`src/rtl/bypass_scoreboard_if.sv`:
```
// ID-to-bypass-network bundle: issue/lookup inputs plus the forwarding and hazard results.
interface bypass_scoreboard_if #(
  parameter int unsigned LANES  = 2,
  parameter int unsigned STAGES = 5,
  parameter int unsigned RPORTS = 4,
  parameter int unsigned DW     = 64,
  parameter int unsigned AW     = 5,
  parameter int unsigned LW     = 3
) ();
  logic                       i_stall;
  logic                       i_flush;
  logic [LANES-1:0]           i_issue_vld;
  logic [LANES-1:0]           i_issue_we;
  logic [LANES*AW-1:0]        i_issue_waddr;
  logic [LANES*LW-1:0]        i_issue_lat;
  logic [STAGES*LANES*DW-1:0] i_stage_result;
  logic [RPORTS*AW-1:0]       i_raddr;
  logic [RPORTS-1:0]          o_bypass_vld;
  logic [RPORTS*DW-1:0]       o_bypass_data;
  logic [RPORTS-1:0]          o_hazard;
  logic                       o_stall_req;

  modport master (
    output i_stall, i_flush, i_issue_vld, i_issue_we, i_issue_waddr, i_issue_lat,
           i_stage_result, i_raddr,
    input  o_bypass_vld, o_bypass_data, o_hazard, o_stall_req
  );

  modport slave (
    input  i_stall, i_flush, i_issue_vld, i_issue_we, i_issue_waddr, i_issue_lat,
           i_stage_result, i_raddr,
    output o_bypass_vld, o_bypass_data, o_hazard, o_stall_req
  );
endinterface

```
`src/rtl/bypass_scoreboard.sv`:
```
// Dual-issue bypass network: tracks in-flight writes through an EX1..WB tag pipeline
// and forwards the youngest producer to each ID read port. Option: LA64_BYPASS_R0_FILTER_EN.
module bypass_scoreboard #(
  parameter int unsigned LANES  = 2,
  parameter int unsigned STAGES = 5,
  parameter int unsigned RPORTS = 4,
  parameter int unsigned DW     = 64,
  parameter int unsigned AW     = 5,
  parameter int unsigned LW     = 3
) (
  input logic               i_clk,
  input logic               i_rst,
  bypass_scoreboard_if.slave bus
);

  localparam int unsigned NENT          = STAGES * LANES;
  localparam int unsigned IW            = (NENT > 1) ? $clog2(NENT) : 1;
  localparam logic [LW-1:0] REM_MAX     = LW'(STAGES - 1);
`ifdef LA64_BYPASS_R0_FILTER_EN
  localparam bit R0_FILTER = 1'b1;
`else
  localparam bit R0_FILTER = 1'b0;
`endif

  // Entry e = s*LANES + l holds the tag for stage s, lane l.
  logic [NENT-1:0] valid_q, valid_d;
  logic [AW-1:0]   waddr_q [NENT];
  logic [AW-1:0]   waddr_d [NENT];
  logic [LW-1:0]   rem_q   [NENT];
  logic [LW-1:0]   rem_d   [NENT];
  logic [DW-1:0]   result  [NENT];

  logic [RPORTS-1:0] sel_hit;
  logic [IW-1:0]     sel_idx [RPORTS];
  logic [RPORTS-1:0] bypass_vld;
  logic [RPORTS*DW-1:0] bypass_data;
  logic [RPORTS-1:0] hazard;

  function automatic logic [LW-1:0] clamp_lat(input logic [LW-1:0] lat);
    return (lat > REM_MAX) ? REM_MAX : lat;
  endfunction

  for (genvar g = 0; g < NENT; g++) begin : g_res
    assign result[g] = bus.i_stage_result[g*DW +: DW];
  end

  // Next tag-pipeline state: flush beats stall, stall freezes everything.
  always_comb begin
    valid_d = valid_q;
    waddr_d = waddr_q;
    rem_d   = rem_q;
    if (bus.i_flush) begin
      valid_d = '0;
    end else if (!bus.i_stall) begin
      for (int s = STAGES - 1; s > 0; s--) begin
        for (int l = 0; l < LANES; l++) begin
          valid_d[s*LANES+l] = valid_q[(s-1)*LANES+l];
          waddr_d[s*LANES+l] = waddr_q[(s-1)*LANES+l];
          rem_d[s*LANES+l]   = (rem_q[(s-1)*LANES+l] == '0) ? '0
                                 : rem_q[(s-1)*LANES+l] - LW'(1);
        end
      end
      for (int l = 0; l < LANES; l++) begin
        valid_d[l] = bus.i_issue_vld[l] & bus.i_issue_we[l];
        waddr_d[l] = bus.i_issue_waddr[l*AW +: AW];
        rem_d[l]   = clamp_lat(bus.i_issue_lat[l*LW +: LW]);
      end
    end
  end

  always_ff @(posedge i_clk) begin
    if (i_rst) begin
      valid_q <= '0;
      for (int e = 0; e < NENT; e++) begin
        waddr_q[e] <= '0;
        rem_q[e]   <= '0;
      end
    end else begin
      valid_q <= valid_d;
      waddr_q <= waddr_d;
      rem_q   <= rem_d;
    end
  end

  // Youngest-match select: scan oldest first so lower stage / higher lane overwrite.
  always_comb begin
    sel_hit = '0;
    for (int p = 0; p < RPORTS; p++) begin
      sel_idx[p] = '0;
      for (int s = STAGES - 1; s >= 0; s--) begin
        for (int l = 0; l < LANES; l++) begin
          if (valid_q[s*LANES+l] &&
              (waddr_q[s*LANES+l] == bus.i_raddr[p*AW +: AW]) &&
              !(R0_FILTER && (bus.i_raddr[p*AW +: AW] == '0))) begin
            sel_hit[p] = 1'b1;
            sel_idx[p] = IW'(s*LANES + l);
          end
        end
      end
    end
  end

  // A not-ready youngest producer blocks forwarding from any older entry.
  always_comb begin
    bypass_vld  = '0;
    bypass_data = '0;
    hazard      = '0;
    for (int p = 0; p < RPORTS; p++) begin
      if (sel_hit[p]) begin
        if (rem_q[sel_idx[p]] == '0) begin
          bypass_vld[p]            = 1'b1;
          bypass_data[p*DW +: DW]  = result[sel_idx[p]];
        end else begin
          hazard[p] = 1'b1;
        end
      end
    end
  end

  assign bus.o_bypass_vld  = bypass_vld;
  assign bus.o_bypass_data = bypass_data;
  assign bus.o_hazard      = hazard;
  assign bus.o_stall_req   = |hazard;

endmodule

```
`src/flat_wrapper.sv`:
```
// flat-port wrapper written by rule: the top's interface ports become plain ports
module bypass_scoreboard_flat 
#(
  parameter int unsigned LANES  = 2,
  parameter int unsigned STAGES = 5,
  parameter int unsigned RPORTS = 4,
  parameter int unsigned DW     = 64,
  parameter int unsigned AW     = 5,
  parameter int unsigned LW     = 3
)
  (i_clk, i_rst, bus_i_stall, bus_i_flush, bus_i_issue_vld, bus_i_issue_we, bus_i_issue_waddr, bus_i_issue_lat, bus_i_stage_result, bus_i_raddr, bus_o_bypass_vld, bus_o_bypass_data, bus_o_hazard, bus_o_stall_req);
  bypass_scoreboard_if #(.LANES(LANES), .STAGES(STAGES), .RPORTS(RPORTS), .DW(DW), .AW(AW), .LW(LW)) bus_i ();
  input logic i_clk;
  input logic i_rst;
  input wire logic [$bits(bus_i.i_stall)-1:0] bus_i_stall;
  input wire logic [$bits(bus_i.i_flush)-1:0] bus_i_flush;
  input wire logic [$bits(bus_i.i_issue_vld)-1:0] bus_i_issue_vld;
  input wire logic [$bits(bus_i.i_issue_we)-1:0] bus_i_issue_we;
  input wire logic [$bits(bus_i.i_issue_waddr)-1:0] bus_i_issue_waddr;
  input wire logic [$bits(bus_i.i_issue_lat)-1:0] bus_i_issue_lat;
  input wire logic [$bits(bus_i.i_stage_result)-1:0] bus_i_stage_result;
  input wire logic [$bits(bus_i.i_raddr)-1:0] bus_i_raddr;
  output wire logic [$bits(bus_i.o_bypass_vld)-1:0] bus_o_bypass_vld;
  output wire logic [$bits(bus_i.o_bypass_data)-1:0] bus_o_bypass_data;
  output wire logic [$bits(bus_i.o_hazard)-1:0] bus_o_hazard;
  output wire logic [$bits(bus_i.o_stall_req)-1:0] bus_o_stall_req;
  assign bus_i.i_stall = bus_i_stall;
  assign bus_i.i_flush = bus_i_flush;
  assign bus_i.i_issue_vld = bus_i_issue_vld;
  assign bus_i.i_issue_we = bus_i_issue_we;
  assign bus_i.i_issue_waddr = bus_i_issue_waddr;
  assign bus_i.i_issue_lat = bus_i_issue_lat;
  assign bus_i.i_stage_result = bus_i_stage_result;
  assign bus_i.i_raddr = bus_i_raddr;
  assign bus_o_bypass_vld = bus_i.o_bypass_vld;
  assign bus_o_bypass_data = bus_i.o_bypass_data;
  assign bus_o_hazard = bus_i.o_hazard;
  assign bus_o_stall_req = bus_i.o_stall_req;
  bypass_scoreboard #(.LANES(LANES), .STAGES(STAGES), .RPORTS(RPORTS), .DW(DW), .AW(AW), .LW(LW)) u_core (.i_clk(i_clk), .i_rst(i_rst), .bus(bus_i));
endmodule
```
`config.mk`:
```
export PLATFORM = sky130hd
export DESIGN_NAME = bypass_scoreboard_flat
export DESIGN_NICKNAME = d
export VERILOG_FILES = /design/src/rtl/bypass_scoreboard_if.sv /design/src/rtl/bypass_scoreboard.sv /design/src/flat_wrapper.sv
export SDC_FILE = /design/constraint.sdc
export NUM_CORES = 2
export LEC_CHECK = 0
export ABC_AREA = 0
export BUFFER_PORTS_ARGS = -buffer_cell sky130_fd_sc_hd__buf_2
export CAP_MARGIN = 20
export CORE_AREA = 3 3 366 368
export DETAILED_ROUTE_END_ITERATION = 7
export DIE_AREA = 0 0 369 371
export PLACE_DENSITY = 0.42
export SLEW_MARGIN = 10
export SYNTH_ARGS = -nofsm -noshare
export SYNTH_HDL_FRONTEND = slang
export SYNTH_SLANG_ARGS = --single-unit
```
`constraint.sdc`:
```
create_clock -name i_clk -period 5.5 [get_ports i_clk]
set_input_delay 1.375 -clock i_clk [delete_from_list [all_inputs] [get_ports i_clk]]
set_output_delay 1.375 -clock i_clk [all_outputs]
set_load 0.1 [all_outputs]
```
======== Word level (Yosys, flattened, before mapping) ========
Cells that the tools add are included.
cells by class
  div/mod/pow operators ................... 0
  reductions and logical operators ........ 55
  bitwise operators ....................... 8
  add/subtract/negate cells ............... 8
  equality and inequality tests ........... 40
  multiplexer cells ....................... 138
  order comparisons ....................... 6
  multipliers ............................. 0
  shift-type cells ........................ 0
operators with widths
  kind                                                  number
  binary-select mux 64 bit (select 4 bit)               4
  2-to-1 mux 64 bit                                     16
  == test 5 bit                                         40
  2-to-1 mux 4 bit                                      40
  2-to-1 mux 1 bit                                      56
  2-to-1 mux 3 bit                                      18
  binary-select mux 3 bit (select 4 bit)                4
  logical AND 1 bit                                     40
  zero test 3 bit                                       12
  subtractor 3 x 1 -> 3 bit, second input constant      8
  >= comparator 5 bit, second input constant            4
  NOT 4 -> 5 bit                                        4
  greater-than comparator 3 bit, second input constant  2
  OR reduction 4 bit                                    1
  AND 1 bit                                             2
  NOT 1 bit                                             2
  AND reduction 2 bit                                   1
  OR reduction 2 bit                                    1
storage, ports and cells
  word-level logic and storage cells ...... 276
  ROM bits ................................ 0
  bits in latches ......................... 0
  memories kept ........................... 0
  register bits ........................... 90
  memory bits (writable) .................. 0

======== Longest topological paths before layout ========
  depth in word-level cells ............... 20
  depth in mapped cells ................... 15
  mapped depth without buffers ............ 11

======== Worst setup path after synthesis ========
Ideal clock, no wire load.
  kind .................................... input port to output port
  start ................................... input bus_i_raddr[19]
  end ..................................... output bus_o_bypass_data[253]
  stages .................................. 14
  arrival time ............................ 8171 ps
  required time ........................... 4125 ps
  path slack .............................. -4046 ps
  path buffers ............................ 4
  cell sequence ........................... buf_2 xor2_1 nor4_2 o2111ai_1 a311o_1 a21o_1 buf_2 mux2_1 a22oi_1 nand2_1 a21oi_2 buf_6 buf_4 a2111oi_0
on the way
  word-level cells in the longest chain between the ends .. 19
  elaborated cells between the ends (all ways) .. 50
RTL lines
  what                                                 line                                                text
  start: declaration                                   flat_wrapper.sv:22                                  input wire logic [$bits(bus_i.i_raddr)-1:0] bus_i_raddr;
  == test 5 bit                                        bypass_scoreboard.sv:93                             (waddr_q[s*LANES+l] == bus.i_raddr[p*AW +: AW]) &&
  logical AND 1 bit                                    bypass_scoreboard.sv:92                             if (valid_q[s*LANES+l] &&
  2-to-1 mux 4 bit (10 in a row)                       bypass_scoreboard.sv:92
  NOT 4 -> 5 bit (not written as such)                 bypass_scoreboard.sv:110, bypass_scoreboard.sv:112
  binary-select mux 3 bit (select 4 bit)               bypass_scoreboard.sv:110                            if (rem_q[sel_idx[p]] == '0) begin
  2-to-1 mux 3 bit (not written as such) (2 in a row)  bypass_scoreboard.sv:110
  zero test 3 bit                                      bypass_scoreboard.sv:110
  2-to-1 mux 64 bit                                    bypass_scoreboard.sv:110
  2-to-1 mux 64 bit (*)                                bypass_scoreboard.sv:109                            if (sel_hit[p]) begin
  end: declaration                                     flat_wrapper.sv:24                                  output wire logic [$bits(bus_i.o_bypass_data)-1:0] bus_o_bypass_data;
Every way passes the cells marked *; elsewhere a longest branch is shown, timed or not. The select of a mux whose other input is x is not followed.

======== Worst setup path after layout ========
  start ................................... input bus_i_raddr[18]
  end ..................................... output bus_o_bypass_data[224]
Same word-level chain as after synthesis.

==> run_results.csv <==
group,metric,value,unit
run_status,status,"complete, but fails checks",
run_status,violations,"negative setup slack",
floorplan,boundaryPins,949,
grt,first_global_vias,46012,
pwr,p_clk_share,21.9,%
pwr,p_comb_share,55.2,%
sta,fin_crit_sh,112,%
grt,grt_max_degree,61,
setup_path,crit_required,4.12,ns
setup_path,crit_path_end_kind,"output port",
floorplan,dieArea,137000,µm²
logic_synthesis,synth_cells,5235,
sta,setup_slack,-0.640,ns
drt,m1WireLength,112000,µm
drt,routed_wl,293000,µm
logic_synthesis,synth_top_area_share,25.9,%
pwr,swShare,47.1,%
floorplan,die_w,369,µm
drt,drc_errors,0,
cts,clkTransAtPathRegs,0.07,ns
setup_path,arrival,4.76,ns
sta,grt_setup_unrepaired,"yes",
setup_path,crit_type,"in -> out",
sta,max_freq,0.163,GHz
sta,timing_worst_slew_pin_value,1.04,ns
pwr,power.density,53.3,nW/µm²
hold_path,hold_path_class,"reg -> reg",
pwr,switchingPower,1.41,mW
cells_and_area,layout-drive-gt1-share,39.7,%
pwr,irDropWorstVdd,0.000158,V
cts,cts_tree,"yes",
drt,met2_length,122000,µm
floorplan,row_count,133,
job,drv_cap,0,
logic_synthesis,synth_area,29100,µm²
sta,setup_viol,264,
pwr,p_leak,22.4,nW
cts,insertion_delay,0.37,ns
cells_and_area,fillers,13280,
logic_synthesis,yosysSeqAreaShare,6.20,%
drt,top_signal_layer_used,"met5",
cts,cts_buffer_depth,2,
sta,whs,0.460,ns
logic_synthesis,synth_cell_types,75,
placement,io_buffers,948,
drt,wl_per_cell,34.9,µm
grt,antenna_found_initial,75,
cells_and_area,num-nets-final,7299,
cts,numCtsBuffers,9,
logic_synthesis,synth-async-reset-ratio,0,%
grt,grt_pass1_wl,386000,µm
sta,finalHoldViolCount,0,
drt,dr_total_vias,51181,
cts,cts_root_buf,"clkbuf_16",
cts,cts_hold_buffers,0,
logic_synthesis,synthTopCellsByArea,"nand2_1 (26%), nand3_1 (10%), a21oi_1 (8.8%), dfxtp_1 (6.2%), mux2i_1 (6.0%)",
grt,grt.total_usage,39.5,%
pwr,pwr-share-seq,22.9,%
floorplan,initial_utilization,22.2,%
cells_and_area,synthToLayoutAreaGrowth,92.8,%
logic_synthesis,synth_edf_count,0,
floorplan,core,131000,µm²
drt,firstDrtPassIters,7,
drt,detail-route-antenna-nets,0,
drt,avgViaCountPerCell,6.09,
logic_synthesis,netlist_top_cells_count,"nand2_1 (2,009), nand3_1 (579), a21oi_1 (510)",
sta,min_period,6.14,ns
placement,gp_congestion,1.03,
cts,htree_levels,3,
logic_synthesis,synthFlopType,"dfxtp_1",
cells_and_area,fin_cells,8399,
pwr,p_int,1.58,mW
floorplan,die_h,371,µm
sta,report.final.slew_viol_count,0,
logic_synthesis,yosys.area.top_type,"nand2_1",
placement,dp_cells,8051,
logic_synthesis,yosys_warnings,0,
sta,skew,0.00766,ns
setup_path,path_max_fanout,14,
drt,drtIter0Drc,7813,
placement,dp_hpwl,214000,µm
sta,slew_headroom,30.4,%
logic_synthesis,yosysMostFrequentCell,"nand2_1",
logic_synthesis,avgSynthCellArea,5.55,µm²
grt,gr-total-overflow,0,
cts,clkSinkCount,90,
setup_path,worstSetupStartpointType,"input pin",
logic_synthesis,yosys_register_bits,90,
drt,met3_length,34800,µm
logic_synthesis,synthesis.nets,5935,
-- critical path, stage by stage --
cell	delay (ns)
buf_12	0.12
xor2_2	0.14
nor4_2	0.37
nand3_1	0.20
a311o_1	0.43
buf_4	0.15
a21oi_4	0.13
buf_12	0.15
buf_16	0.12
buf_12	0.14
buf_16	0.17
mux2i_1	0.08
a32o_1	0.25
a2111oi_4	0.63
buf_12	0.26
-- per-layer routing --
layer	global-route usage (%)	up-vias
met5	0	-
met4	24.9	40
met3	11.3	1065
met2	58.8	4130
met1	49.9	24699
li1	-	21247
-- final timing paths --
kind / from / end / slack, ns / cells after the start
max: bus_i_raddr[18] / bus_o_bypass_data[224] / -0.64 / 15
min: u_core.rem_q[5] / u_core.rem_q[5] / 0.46 / 2
max reg2reg: u_core.rem_q[6] / u_core.rem_q[0] / 4.39 / 5
min reg2reg: u_core.rem_q[5] / u_core.rem_q[5] / 0.46 / 2
-- power groups by stage --
stage          sequential (mW)  clock [mW]  combinational [mW]
2_1_floorplan            0.684           0               0.624
5_1_grt                  0.686       0.691                1.71
4_1_cts                  0.683       0.670                1.53
6_report                 0.685       0.653                1.65
3_5_place_dp             0.699           0                1.46
3_3_place_gp             0.699           0                1.46
-- sequential cells by signal (all words and copies together) (netlist names) --
register / count
u_core.rem_q: 30
u_core.valid_q: 10
u_core.waddr_q: 50
-- repair_timing --
action                                  4_1_cts  5_1_grt
gates resized for setup                     441      464
buffers inserted                            132      125
cloned                                       38       30
endpoints found under the setup margin      265      265
pin swaps                                   182      218
-- area by class of cell --
cell class              count  area [µm²]  area share (%)
multi-input cells        4564       30200            53.8
repair buffers           1909       21400            38.1
well taps                1755        2200            3.92
flip-flops and latches     90        1800            3.21
clock buffers              11         253           0.451
diodes                     40         100           0.179
inverters                  25        96.3           0.172
clock inverters             5        45.0          0.0804
-- cell families after synthesis --
| kind of cell | Yosys count | share of synthesized area, % |
|---|---|---|
| and+or+nand+nor | 2937 | 43.5 |
| AOI/OAI and AO/OA | 1234 | 28.8 |
| buffers and inverters | 581 | 8.75 |
| xor gates and xnor gates | 200 | 6.03 |
| muxes | 177 | 6.10 |
| DFF | 90 | 6.20 |
| adders and majority gates | 16 | 0.689 |
-- metrics by stage --
step / setup WS (ns) / power (mW) / util, % / TNS [ns] / cell area, µm²
after floorplan: -0.559 / 1.31 / - / -71.81 / 32800
after global placement: -1.05 / 2.15 / 36.7 / -187.71 / 48100
after detailed placement: -1.01 / 2.16 / 36.7 / -173.69 / 48100
after CTS: -0.538 / 2.88 / 40.1 / -99.80 / 52500
after global routing: -0.719 / 3.09 / 42.7 / -133.34 / 56000
final: -0.640 / 2.99 / 42.7 / -113.08 / 56000
-- cell usage in the layout, fill, tap and decap left out, types with 33 or more instances in the layout --
master / n
a221oi_1: 56
a32o_1: 60
a21oi_2: 74
xnor2_1: 54
nand3_2: 36
o22ai_1: 51
buf_6: 138
nand3_1: 532
clkbuf_16: 33
nor2_4: 40
diode_2: 40
nand2_1: 1989
o21ai_1: 54
buf_12: 492
buf_4: 483
xor2_1: 127
buf_16: 58
nor3_4: 91
dfxtp_1: 90
a2111oi_4: 70
buf_8: 44
nor2_1: 59
mux2i_1: 169
o221ai_1: 34
a31oi_1: 65
buf_2: 665
a31oi_2: 33
a21oi_1: 420
Power figures use the tool's default switching activity.
